[config.mk]
export PLATFORM = sky130hd
export DESIGN_NAME = riscv_if_parcel_fifo
export DESIGN_NICKNAME = d
export VERILOG_FILES = /design/src/rtl/riscv_if_parcel_fifo.sv
export SDC_FILE = /design/constraint.sdc
export NUM_CORES = 1
export LEC_CHECK = 0
export CORE_AREA = 2 2 206 208
export DETAILED_ROUTE_END_ITERATION = 12
export DIE_AREA = 0 0 208 210
export DONT_BUFFER_PORTS = 1
export PLACE_DENSITY = 0.54
export SLEW_MARGIN = 20
export SYNTH_ARGS = -nofsm -noshare
export SYNTH_HDL_FRONTEND = slang
export SYNTH_SLANG_ARGS = --single-unit
[constraint.sdc]
create_clock -name ACLK -period 3.4 [get_ports ACLK]
set_clock_uncertainty 0.15 [all_clocks]
set_input_delay 0.34 -clock ACLK [delete_from_list [all_inputs] [get_ports ACLK]]
set_output_delay 0.34 -clock ACLK [all_outputs]
set_load 0.01 [all_outputs]
[src/rtl/riscv_if_parcel_fifo.sv]
// First-word-fall-through parcel buffer between I-cache and decode; optional same-cycle bypass via RISCV_IF_PARCEL_BYPASS_EN.
// Latency: one cycle from push to id_* outputs (zero with bypass on an empty buffer).
// Backpressure: registered if_stall leaves SKID slots for in-flight parcels; id_stall holds the head entry.
module riscv_if_parcel_fifo #(
  parameter int XLEN        = 32,
  parameter int PARCEL_SIZE = 32,
  parameter int DEPTH       = 4,
  parameter int SKID        = 2
) (
  input  logic                       ACLK,
  input  logic                       ARESETn,
  input  logic [XLEN-1:0]            if_parcel_pc,
  input  logic [PARCEL_SIZE-1:0]     if_parcel,
  input  logic                       if_parcel_valid,
  input  logic                       if_parcel_misaligned,
  output logic                       if_stall,
  input  logic                       if_flush,
  output logic [XLEN-1:0]            id_pc,
  output logic [PARCEL_SIZE-1:0]     id_parcel,
  output logic                       id_parcel_valid,
  output logic                       id_parcel_misaligned,
  input  logic                       id_stall,
  output logic [$clog2(DEPTH):0]     fifo_count,
  output logic                       overflow
);

  localparam int AW = $clog2(DEPTH);
  localparam int CW = AW + 1;

  typedef struct packed {
    logic [XLEN-1:0]        pc;
    logic [PARCEL_SIZE-1:0] parcel;
    logic                   misaligned;
  } entry_t;

  entry_t          mem_q [DEPTH];
  entry_t          mem_d [DEPTH];
  logic [AW-1:0]   wr_ptr_q, wr_ptr_d;
  logic [AW-1:0]   rd_ptr_q, rd_ptr_d;
  logic [CW-1:0]   count_q, count_d;
  logic            overflow_q, overflow_d;
  logic            stall_q, stall_d;

  logic            empty, full, push, pop, byp_take;
  entry_t          in_ent, head;

  always_comb begin
    in_ent.pc         = if_parcel_pc;
    in_ent.parcel     = if_parcel;
    in_ent.misaligned = if_parcel_misaligned;

    empty    = (count_q == '0);
    full     = (count_q == CW'(DEPTH));
    head     = empty ? '0 : mem_q[rd_ptr_q];
    byp_take = 1'b0;

`ifdef RISCV_IF_PARCEL_BYPASS_EN
    // Empty buffer: present the incoming parcel directly; only store it if decode stalls.
    if (empty && if_parcel_valid && !if_flush) begin
      head     = in_ent;
      byp_take = !id_stall;
    end
    id_parcel_valid = (!empty || if_parcel_valid) && !if_flush;
`else
    id_parcel_valid = !empty && !if_flush;
`endif

    push = if_parcel_valid && !if_flush && !full && !byp_take;
    pop  = !empty && !id_stall && !if_flush;

    mem_d = mem_q;
    if (push) begin
      mem_d[wr_ptr_q] = in_ent;
    end

    wr_ptr_d = wr_ptr_q + AW'(push);
    rd_ptr_d = rd_ptr_q + AW'(pop);
    count_d  = count_q + CW'(push) - CW'(pop);
    if (if_flush) begin
      wr_ptr_d = '0;
      rd_ptr_d = '0;
      count_d  = '0;
    end

    // A parcel arriving at a full buffer is dropped and latched as a sticky error.
    overflow_d = overflow_q | (if_parcel_valid & ~if_flush & full);
    stall_d    = (count_d >= CW'(DEPTH - SKID));
  end

  always_ff @(posedge ACLK or negedge ARESETn) begin
    if (!ARESETn) begin
      for (int i = 0; i < DEPTH; i++) begin
        mem_q[i] <= '0;
      end
      wr_ptr_q   <= '0;
      rd_ptr_q   <= '0;
      count_q    <= '0;
      overflow_q <= 1'b0;
      stall_q    <= 1'b0;
    end else begin
      for (int i = 0; i < DEPTH; i++) begin
        mem_q[i] <= mem_d[i];
      end
      wr_ptr_q   <= wr_ptr_d;
      rd_ptr_q   <= rd_ptr_d;
      count_q    <= count_d;
      overflow_q <= overflow_d;
      stall_q    <= stall_d;
    end
  end

  assign id_pc                = head.pc;
  assign id_parcel            = head.parcel;
  assign id_parcel_misaligned = head.misaligned;
  assign fifo_count           = count_q;
  assign overflow             = overflow_q;
  assign if_stall             = stall_q;

endmodule

==> metrics.md <==
| Metric | Value |
|---|---|
| Ordered list of cells on the worst path | `buf_4, mux4_2, nor2b_1` |
| Die W | `roughly 210 microns` |
| CP max FO | `24` |
| DRT Pass-1 Iters | `4` |
| Post-layout min period | `2.90 ns` |
| Combinational power share | `a little over a quarter` |
| Row count | `75` |
| Met3 Use GR | `3.25%` |
| Count of cell types in the netlist | `24` |
| Mapped Area | `12300 sq um` |
| Global-route wire length before repair | `44300 microns` |
| DIE HEIGHT | `210 microns` |
| Sequential share of power | `between 40% and 50%` |
| Wire length per cell | `20.0 microns` |
| Yosys reg bits | `roughly 270` |
| P_sw | `between 3 and 4 mW` |
| Routed Antenna Nets | `0` |
| Fraction of layout cells with a size suffix above 1 | `47.9%` |
| Final Hold Vio Count | `269` |
| Met2 track demand over resource | `between 15 and 20%` |
| P per Cell Area | `between 700 and 800 nW/um^2` |
| Share of the synthesized area in the top cell type | `54.6%` |
| Cts repair resizes | `0` |
| Synth Warn # | `0` |
| Worst VDD drop | `around 460 uV` |
| Clock share of power | `between 30% and 40%` |
| Failing checks | `hold timing` |
| Slew HR | `about 37%` |
| Max stage delay cell, worst path | `dfrtp_4` |
| Min-delay worst type | `input port to async pin` |
| CTS tree | `yes` |
| # IOs | `141` |
| Clock transition at path regs | `0.06 ns` |
| Fillcell total | `4001` |
| Status | `complete, but fails checks` |
| Final TNS setup | `0 ns` |
| Kind of end point of the critical path | `output pin` |
| Post-synthesis sequential area ratio | `between 50% and 60%` |
| Number of port buffers | `0` |
| Crit share post-route | `85.4%` |
| Layout area overhead | `19.1%` |
| CP required | `2.91 ns` |
| # Post-CTS Setup Buffers | `0` |
| Cell taking the most area after synthesis | `dfrtp_1` |
| Worst-margin pin slew | `0.952 ns` |
| Lkg Pwr | `6.30 nW` |
| P_int | `8.26 mW` |
| Cells after synthesis | `742` |
| H-tree Lvls | `2` |
| Final setup fails | `0` |
| Clk Tree Root Cell | `clkbuf_16` |
| Unrepaired setup endpoints after global routing | `no` |
| Ys async rst share | `between 90% and 100%` |
| Vias | `6564` |
| Count leader, synth | `dfrtp_1` |
| Most frequent cells after synthesis | `dfrtp_1 (269), mux2_2 (210), nor2b_1 (69), mux4_2 (65), mux2_4 (50)` |
| Via count of the first global-routing pass | `~7400` |
| Drt via density | `4.78` |
| Final net count | `just under 900` |
| Clk sinks | `approximately 270` |
| Final Wtd Congestion | `0.693` |
| Register Area | `6740 sq um` |
| DIE AREA | `43700 sq um` |
| Post-CTS Hold Buffers | `66` |
| Max clock buf depth | `3` |
| CP Launch Type | `register` |
| Crit Path Category | `register to output pin` |
| TritonCTS Buffers | `35` |
| Initial antenna violation count | `3` |
| Clk_lat worst skew | `0.52 ns` |
| Sw Share | `~28%` |
| Fin worst setup slack | `0.497 ns` |
| Core area | `41500 sq um` |
| DP Worst Slack | `0.667 ns` |
| Synth Area per Inst | `16.6 sq um` |
| Area of the multi-input gates | `5240 sq um` |
| Top post-synthesis cells by area | `dfrtp_1 (55%), mux2_2 (19%), mux4_2 (12%)` |
| WHS | `-0.636 ns` |
| Met1 usage | `18.5%` |
| DRC | `0` |
| CP max stage delay | `0.81 ns` |
| Detailed placement HPWL | `15500 microns` |
| DR iter-0 viols | `185` |
| Most Crowded Layer GR | `met2` |
| Max-cap violation count | `0` |
| Total grt overflow | `0` |
| All-Layer GR Usage | `a little over an eighth` |
| Largest net degree at the start of global routing | `270` |
| Crit path DAT | `around 2.4 ns` |
| Slew Limit Fails | `0` |
| Max Freq | `0.344 GHz` |
| Initial Utilization | `29.7%` |
| Dominant synthesized flop cell | `dfrtp_1` |
| Syn nets | `817` |
| Total wire length | `~28000 microns` |
| Post-synth EDFFs | `0` |
through the flow:
stage	util, %	area [sq um]	power [mW]	cells
2_1_floorplan	-	12300	7.12	742
3_3_place_gp	31.1	12900	7.76	1250
3_5_place_dp	31.1	12900	7.86	1250
4_1_cts	35.4	14700	11.7	1372
5_1_grt	35.4	14700	12.1	1373
6_report	35.4	14700	11.4	1373
registers in the layout (all words and copies together) (netlist names):
register    count
if_stall        1
wr_ptr_q        2
rd_ptr_q        2
overflow        1
fifo_count      3
mem_q         260
path summary, 6_finish.rpt:
path / end / depth (start not counted) / slack, ns / startpoint
worst max register to register: if_stall / 11 / 0.68 / fifo_count[1]
worst min register to register: mem_q[71] / 1 / 0.34 / mem_q[71]
worst min-delay path: mem_q[220] / 0 / -0.64 / ARESETn
worst max-delay path: id_parcel[22] / 3 / 0.50 / rd_ptr_q[0]
max in group asynchronous: mem_q[173] / 0 / 3.19 / ARESETn
min in group ACLK: rd_ptr_q[1] / 4 / 0.09 / id_stall
cells in the final DEF (no fill, tap or decap):
cell	synthesis	layout
dfrtp_1	269	267
mux2_2	210	210
nor2b_1	69	69
dlygate4sd3_1	0	66
mux4_2	65	65
mux2_4	50	50
clkbuf_16	0	37
buf_4	17	11
clkbuf_1	14	8
buf_12	6	8
nor2_1	7	7
ha_1	4	4
inv_1	3	3
xnor2_1	3	3
clkbuf_8	0	3
clkinv_2	0	3
bufinv_16	0	3
nand4b_1	2	2
clkinvlp_4	0	2
dfrtp_4	0	2
diode_2	0	1
nor3_2	0	1
or3b_4	1	1
and2_1	1	1
nor3_1	2	1
xor2_1	1	1
a31o_2	1	1
a21oi_1	1	1
nand3_4	0	1
and4_4	1	1
fa_1	1	1
kinds of logic after synthesis:
group,count (synthesis),synth area share [%]
multiplexers,325,37.2
flip-flops,269,54.6
AND/OR/NAND/NOR,84,4.21
buffers and inverters,53,3.05
adder cells (fa/ha/maj),5,0.569
XOR/XNOR,4,0.284
AO/OA/AOI/OAI,2,0.112
worst max-delay path: cells and delay by family (launching register included):
family / cells / cell delay (ns)
flip-flops: 1 / 0.81
AND/OR/NAND/NOR: 1 / 0.19
buffers and inverters: 1 / 0.34
multiplexers: 1 / 0.54
metal layers:
| layer | wire length (microns) | share of wire [%] |
|---|---|---|
| met2 | 12300 | 45 |
| met4 | 614 | 2.2 |
| met1 | 13200 | 48 |
| met5 | 13 | 0.047 |
| met3 | 1400 | 5.1 |
power by group through the flow:
stage	clock (mW)	combinational (mW)	sequential (mW)
after CTS	3.76	3.10	4.81
final	3.63	3.01	4.80
after global placement	0	2.93	4.83
after floorplan	0	2.50	4.63
after global routing	3.88	3.29	4.95
after detailed placement	0	3.00	4.86
cell type report:
type,instances,share of cell area [%]
clock buffers,48,6.79
inverters,3,0.0767
multi-input cells,420,35.7
repair buffers,85,6.15
clock inverters,8,0.818
well taps,539,4.59
diodes,1,0.0170
flip-flops and latches,269,45.9
Power figures use the tool's default switching activity.
